## config.mk

```make
export PLATFORM = sky130hd
export DESIGN_NAME = ate_ctrl
export DESIGN_NICKNAME = d
export VERILOG_FILES = /design/src/rtl/ate_pkg.sv /design/src/rtl/ate_blk_addr.sv /design/src/rtl/ate_ctrl.sv
export SDC_FILE = /design/constraint.sdc
export NUM_CORES = 1
export LEC_CHECK = 0
export BUFFER_PORTS_ARGS = -buffer_cell sky130_fd_sc_hd__buf_2
export CORE_UTILIZATION = 35
export DETAILED_ROUTE_END_ITERATION = 7
export PLACE_DENSITY = 0.56
export RECOVER_POWER = 100
export SLEW_MARGIN = 20
export SYNTH_ARGS = -nofsm -noshare
export SYNTH_HDL_FRONTEND = slang
export SYNTH_SLANG_ARGS = --single-unit
```

## constraint.sdc

```tcl
create_clock -name clk -period 2.6 [get_ports clk]
set_input_delay 0 -clock clk [delete_from_list [all_inputs] [get_ports clk]]
set_output_delay 0 -clock clk [all_outputs]
set_load 0.03 [all_outputs]
```

## src/rtl/ate_pkg.sv

```systemverilog
`default_nettype none
// +----------------------------------------------------------------------------+
// | Module   : ate_pkg                                                         |
// | Purpose  : Shared geometry, latency constants and types for the adaptive-  |
// |            threshold engine frame sequencer.                               |
// | Contents : IMG_W/IMG_H/BLK/N_PIX/N_BLK image geometry, BIN_LAT engine      |
// |            latency, ate_ctrl_state_t sequencer states, blk_pos_t position. |
// | Revision : 1.0 - initial release                                           |
// +----------------------------------------------------------------------------+
package ate_pkg;

    localparam int IMG_W   = 48;
    localparam int IMG_H   = 32;
    localparam int BLK     = 8;
    localparam int N_PIX   = IMG_W * IMG_H;
    localparam int N_BLK   = (IMG_W / BLK) * (IMG_H / BLK);
    localparam int BIN_LAT = 65;

    typedef enum logic [2:0] {
        ST_IDLE   = 3'd0,
        ST_PRIME  = 3'd1,
        ST_STREAM = 3'd2,
        ST_FLUSH  = 3'd3,
        ST_DONE   = 3'd4
    } ate_ctrl_state_t;

    // Position of a pixel in block order: block column/row, then row and
    // column inside the 8x8 block.
    typedef struct packed {
        logic [1:0] by;
        logic [2:0] bx;
        logic [2:0] r;
        logic [2:0] c;
    } blk_pos_t;

endpackage
`default_nettype wire

```

## src/rtl/ate_blk_addr.sv

```systemverilog
`default_nettype none
// +----------------------------------------------------------------------------+
// | Module   : ate_blk_addr                                                    |
// | Purpose  : Walks a frame in 8x8 block order and yields the raster address  |
// |            of the current pixel. Block coordinates are kept as counters so |
// |            no divider is needed.                                           |
// | Ports    : clk, reset (async, active-low)                                  |
// |            i_clr  - return to pixel 0                                      |
// |            i_en   - advance one pixel                                      |
// |            o_pos  - current block-order position                           |
// |            o_addr - raster address (by*8+r)*IMG_W + bx*8 + c               |
// | Revision : 1.0 - initial release                                           |
// +----------------------------------------------------------------------------+
module ate_blk_addr
    import ate_pkg::*;
#(
    parameter int BLK_W = 6,
    parameter int BLK_H = 4
) (
    input  logic        clk,
    input  logic        reset,
    input  logic        i_clr,
    input  logic        i_en,
    output blk_pos_t    o_pos,
    output logic [10:0] o_addr
);

    localparam logic [2:0] c_BX_LAST = 3'(BLK_W - 1);
    localparam logic [1:0] c_BY_LAST = 2'(BLK_H - 1);

    blk_pos_t r_pos;

    // c and r are 3 bits wide, so they wrap at the 8-pixel block edge for free.
    always_ff @(posedge clk or negedge reset) begin
        if (!reset) begin
            r_pos <= '0;
        end else if (i_clr) begin
            r_pos <= '0;
        end else if (i_en) begin
            r_pos.c <= r_pos.c + 3'd1;
            if (r_pos.c == 3'd7) begin
                r_pos.r <= r_pos.r + 3'd1;
                if (r_pos.r == 3'd7) begin
                    if (r_pos.bx == c_BX_LAST) begin
                        r_pos.bx <= 3'd0;
                        r_pos.by <= (r_pos.by == c_BY_LAST) ? 2'd0 : r_pos.by + 2'd1;
                    end else begin
                        r_pos.bx <= r_pos.bx + 3'd1;
                    end
                end
            end
        end
    end

    assign o_pos  = r_pos;
    // {by,r} is the image row and {bx,c} the image column.
    assign o_addr = 11'({r_pos.by, r_pos.r}) * 11'(IMG_W) + 11'({r_pos.bx, r_pos.c});

endmodule
`default_nettype wire

```

## src/rtl/ate_ctrl.sv

```systemverilog
`default_nettype none
// +----------------------------------------------------------------------------+
// | Module   : ate_ctrl                                                        |
// | Purpose  : Frame sequencer for the adaptive-threshold engine. Reads a      |
// |            raster image in 8x8 block order, streams it to the engine,      |
// |            flushes the engine pipeline and writes the binarised result and |
// |            per-block thresholds back in raster order, masking edge blocks. |
// | Ports    : clk, reset (async, active-low), start, busy, done              |
// |            rd_addr/rd_en/rd_data         - pixel memory (1-cycle latency)  |
// |            eng_reset/eng_pix/eng_bin/eng_thr - engine interface            |
// |            wr_en/wr_addr/wr_data         - 1-bit result memory             |
// |            thr_we/thr_addr/thr_data      - per-block threshold table       |
// | Revision : 1.0 - initial release                                           |
// +----------------------------------------------------------------------------+
module ate_ctrl
    import ate_pkg::*;
#(
    parameter int BLK_W   = 6,
    parameter int BLK_H   = 4,
    parameter int BIN_LAT = ate_pkg::BIN_LAT
) (
    input  logic        clk,
    input  logic        reset,
    input  logic        start,
    output logic        busy,
    output logic        done,
    output logic [10:0] rd_addr,
    output logic        rd_en,
    input  logic [7:0]  rd_data,
    output logic        eng_reset,
    output logic [7:0]  eng_pix,
    input  logic        eng_bin,
    input  logic [7:0]  eng_thr,
    output logic        wr_en,
    output logic [10:0] wr_addr,
    output logic        wr_data,
    output logic        thr_we,
    output logic [4:0]  thr_addr,
    output logic [7:0]  thr_data
);

    // r_tick counts STREAM cycles 0..N_PIX-1 and continues through FLUSH.
    localparam logic [10:0] c_STREAM_LAST = 11'(N_PIX - 1);
    localparam logic [10:0] c_RUN_LAST    = 11'(N_PIX + BIN_LAT - 1);
    localparam logic [10:0] c_WR_FIRST    = 11'(BIN_LAT);
    localparam logic [2:0]  c_BX_LAST     = 3'(BLK_W - 1);

    ate_ctrl_state_t r_state;
    ate_ctrl_state_t w_state_nxt;
    logic [10:0]     r_tick;
    logic            w_run;
    logic            w_clr;
    logic            w_edge;
    logic            w_blk_first;
    blk_pos_t        w_rd_pos;
    blk_pos_t        w_wr_pos;

    assign w_run = (r_state == ST_STREAM) || (r_state == ST_FLUSH);
    assign w_clr = (r_state == ST_IDLE);

    always_ff @(posedge clk or negedge reset) begin
        if (!reset) begin
            r_state <= ST_IDLE;
            r_tick  <= 11'd0;
        end else begin
            r_state <= w_state_nxt;
            r_tick  <= w_run ? r_tick + 11'd1 : 11'd0;
        end
    end

    always_comb begin
        w_state_nxt = r_state;
        busy        = 1'b1;
        done        = 1'b0;
        rd_en       = 1'b0;
        eng_reset   = 1'b0;
        eng_pix     = 8'd0;
        wr_en       = 1'b0;
        wr_data     = 1'b0;
        thr_we      = 1'b0;
        thr_data    = 8'd0;
        case (r_state)
            ST_IDLE: begin
                busy      = 1'b0;
                eng_reset = 1'b1;
                if (start) begin
                    w_state_nxt = ST_PRIME;
                end
            end
            ST_PRIME: begin
                eng_reset   = 1'b1;
                rd_en       = 1'b1;
                w_state_nxt = ST_STREAM;
            end
            ST_STREAM: begin
                eng_pix = rd_data;
                // The read counter wraps back to pixel 0 once the last pixel
                // has been requested, which marks the final STREAM cycle.
                rd_en   = (w_rd_pos != '0);
                if (r_tick == c_STREAM_LAST) begin
                    w_state_nxt = ST_FLUSH;
                end
            end
            ST_FLUSH: begin
                if (r_tick == c_RUN_LAST) begin
                    w_state_nxt = ST_DONE;
                end
            end
            ST_DONE: begin
                done        = 1'b1;
                eng_reset   = 1'b1;
                w_state_nxt = ST_IDLE;
            end
            default: begin
                busy        = 1'b0;
                eng_reset   = 1'b1;
                w_state_nxt = ST_IDLE;
            end
        endcase
        // Engine output for pixel m appears BIN_LAT cycles after it was fed.
        if (w_run && (r_tick >= c_WR_FIRST)) begin
            wr_en   = 1'b1;
            wr_data = eng_bin & ~w_edge;
            thr_we  = w_blk_first;
            if (w_blk_first && !w_edge) begin
                thr_data = eng_thr;
            end
        end
    end

    ate_blk_addr #(
        .BLK_W (BLK_W),
        .BLK_H (BLK_H)
    ) u_rd_addr (
        .clk    (clk),
        .reset  (reset),
        .i_clr  (w_clr),
        .i_en   (rd_en),
        .o_pos  (w_rd_pos),
        .o_addr (rd_addr)
    );

    ate_blk_addr #(
        .BLK_W (BLK_W),
        .BLK_H (BLK_H)
    ) u_wr_addr (
        .clk    (clk),
        .reset  (reset),
        .i_clr  (w_clr),
        .i_en   (wr_en),
        .o_pos  (w_wr_pos),
        .o_addr (wr_addr)
    );

    // Left and right block columns see a truncated neighbourhood in the
    // engine, so their results are forced to 0.
    assign w_edge      = (w_wr_pos.bx == 3'd0) || (w_wr_pos.bx == c_BX_LAST);
    assign w_blk_first = (w_wr_pos.r == 3'd0) && (w_wr_pos.c == 3'd0);
    assign thr_addr    = 5'(w_wr_pos.by) * 5'(BLK_W) + 5'(w_wr_pos.bx);

endmodule
`default_nettype wire

```

==> results_dict.tcl <==
set metrics [dict create \
    clock_latency_ns 0.30 \
    critPathArrivalTime_ns 2.64 \
    grtUsageMet2 0.2679 \
    worstPathCellList "buf_4, fa_2, and3b_1, or4_4, nand3_2, mux2_2, o2bb2ai_2, buf_6" \
    leakage_nw 1.756 \
    drv_cap 1 \
    drc 0 \
    ant_nets 0 \
    drive_gt1_frac 0.1688 \
    rsz0062_at_grt "yes" \
    ys.flop_type "dfrtp_1" \
    overflow 0 \
    met3_usage 0.02956 \
    place_congestion 0.7499 \
    post-route-period-util 1.016 \
    placedCellCount 476 \
    cts-root-buf "clkbuf_8" \
    firstDrtPassIters 4 \
    p_int_mw 1.319 \
    track_usage 0.1603 \
    final_cell_mix "clkbuf_1 (36), dfrtp_1 (36), ha_1 (31)" \
    max_slew_margin -0.3371 \
    synth-edff-count 0 \
    p_per_area_nw_per_um2 631.7 \
    combPwrFrac 0.364 \
    power.net_switching_mw 0.8788 \
    grtUsageMet1 0.2057 \
    cp-start-kind "flop" \
    ys_ff_latch 36 \
    syn_to_final_growth_pct 21.60 \
    syn_avg_cell_area_um2 9.171 \
    min_delay_path_depth 4 \
    violations "capacitance limit, slew limit, setup timing" \
    fin_skew_ns 0.01109 \
    cts_buffers 5 \
    syn-num-nets 369 \
    async_flop_share 1.000 \
    crit_slowest_cell "or4_4" \
    first_iter_violations 100 \
    dp_slack_ns 0.08063 \
    yosysWarnings 0 \
    max_stage_delay_ns 0.49 \
    ff2ff_path_depth 6 \
    synthesis.area_um2 2861 \
    critPathKind "reg -> out" \
    fin_total_pwr_mw 2.198 \
    finalHoldViolations 0 \
    worstPathMaxFanout 4 \
    finalNetCount 441 \
    insertedDiodeCount 0 \
    hold_path.class "in -> reg" \
    p_sw_frac 0.3998 \
    crit_family "simple AND/OR/NAND/NOR gates" \
    path_buf_inv 2 \
    ir_drop_v 0.0002655 \
    cp.depth 8 \
    cts_max_path_buffers 2 \
    pin_count 70 \
    synth-seq-area-share 0.3148 \
    grt_pass1_vias 2307 \
    die_h_um 92.42 \
    final_util 0.4457 \
    grt_pass1_wl_um 10850 \
    final_cells 487 \
    wl_per_cell_um 13.10 \
    grt_busiest_layer "met2" \
    dp_hpwl_um 4792 \
    htreeDepth 2 \
    fp.dieW_um 92.42 \
    setup_viol 1 \
    rows 32 \
    required_ns 2.60 \
    p_seq_frac 0.314 \
    dieArea_um2 8541 \
    antenna_found_initial 0 \
    grt_max_degree 37 \
    clkPwrFrac 0.321 \
    coreArea_um2 7807 \
    syn_inst 312 \
    clkTransAtPathRegs_ns 0.09 \
    numPortBuffers 69 \
    endpoint_kind "primary output" \
    via_per_inst 4.906 \
    num_vias 2389 \
    max_freq_mhz 378.7 \
    routed_wl_um 6381 \
    setup_ws_ns -0.04068 \
    start_util 0.3665 \
    tightest_slew_ns 2.006 \
    slew_viol_final 37 \
    cts_num_sinks 36 \
    status "finished with violations" \
    synthDistinctLibCells 50 \
    cts_tree "yes" \
    layout_min_cycle_time_ns 2.641 \
]
final timing paths:
check | startpoint | slack, ns | end
max | u_rd_addr.o_pos[4]$_DFFE_PN0P_ | -0.04 | rd_addr[10]
min | start | 0.08 | r_state[0]$_DFFE_PN0P_
max reg2reg | r_state[2]$_DFFE_PN0P_ | 0.49 | u_wr_addr.o_pos[2]$_DFFE_PN0P_
min reg2reg | r_tick[0]$_DFF_PN0_ | 0.55 | r_tick[0]$_DFF_PN0_
max in group asynchronous | reset | 0.65 | u_rd_addr.o_pos[5]$_DFFE_PN0P_
min in group asynchronous | reset | 0.80 | u_wr_addr.o_pos[7]$_DFFE_PN0P_
cells in the mapped netlist, types with 10 or more instances:
master   number  share of area
xor2_1       12          0.037
dfrtp_1      36           0.31
inv_1        20          0.026
nand2_1      18          0.024
nor2_1       28          0.037
nand3_1      10          0.017
xnor2_1      15          0.046
ha_1         32           0.14
o21ai_0      14          0.024
a21oi_1      14          0.024
and2_1       10          0.022
kinds of logic after synthesis:
group,Yosys count,synth area share
DFF,36,0.3148
and+or+nand+nor,113,0.2112
xor gates and xnor gates,27,0.08264
muxes,10,0.03629
AOI/OAI and AO/OA,54,0.1220
buffers and inverters,35,0.05815
adders and majority gates,37,0.1749
through the flow:
stage | TNS (ns) | cell area (um2) | hold slack, ns
floorplan | 0 | 2868 | -0.2956
detailed placement | 0 | 3309 | 0.1535
global route | -0.9864 | 3480 | 0.1240
global placement | 0 | 3309 | 0.1518
CTS | -0.04750 | 3521 | 0.08304
finish | -0.04068 | 3480 | 0.07909
metal layers:
metal / routed length, um / vias to the layer above
met5: 0 / -
met4: 80 / 0
met3: 269 / 8
met2: 2983 / 56
met1: 3047 / 1108
li1: - / 1217
registers in the layout, summed over array words and instances (netlist names):
register,count
r_tick,11
u_wr_addr.o_pos,11
u_rd_addr.o_pos,11
r_state,3
what timing repair did:
item	CTS	global route
endpoints found under the setup margin	2	2
pin swaps	1	0
hold buffers	1	0
hold endpoints to repair	36	0
buffers inserted	2	0
resized for setup	7	3
gates cloned	0	0
area by class of cell:
type                            instances  area, um2
Sequential cell                        36      900.9
Fill cell                             796       4328
Timing Repair Buffer                   80      391.6
Clock inverter                          3      90.09
Tap cell                              102      127.6
Multi-Input combinational cell        241       1826
Clock buffer                            5      68.82
Inverter                               20      75.07
power by group through the flow:
stage | Clock, mW | Combinational (mW) | Sequential (mW)
finish | 0.706 | 0.801 | 0.691
floorplan | 0 | 0.637 | 0.659
global route | 0.739 | 0.885 | 0.701
CTS | 0.715 | 0.831 | 0.691
detailed placement | 0 | 0.827 | 0.701
global placement | 0 | 0.821 | 0.699
worst reg2reg max path, cell delays in order (launching register included):
cell and delay (ns):
dfrtp_1 0.54, nor2b_1 0.24, inv_1 0.25, a21oi_1 0.37, clkbuf_1 0.31, mux2i_1 0.24
nor2_1 0.06
(Power assumes the default switching activity.)
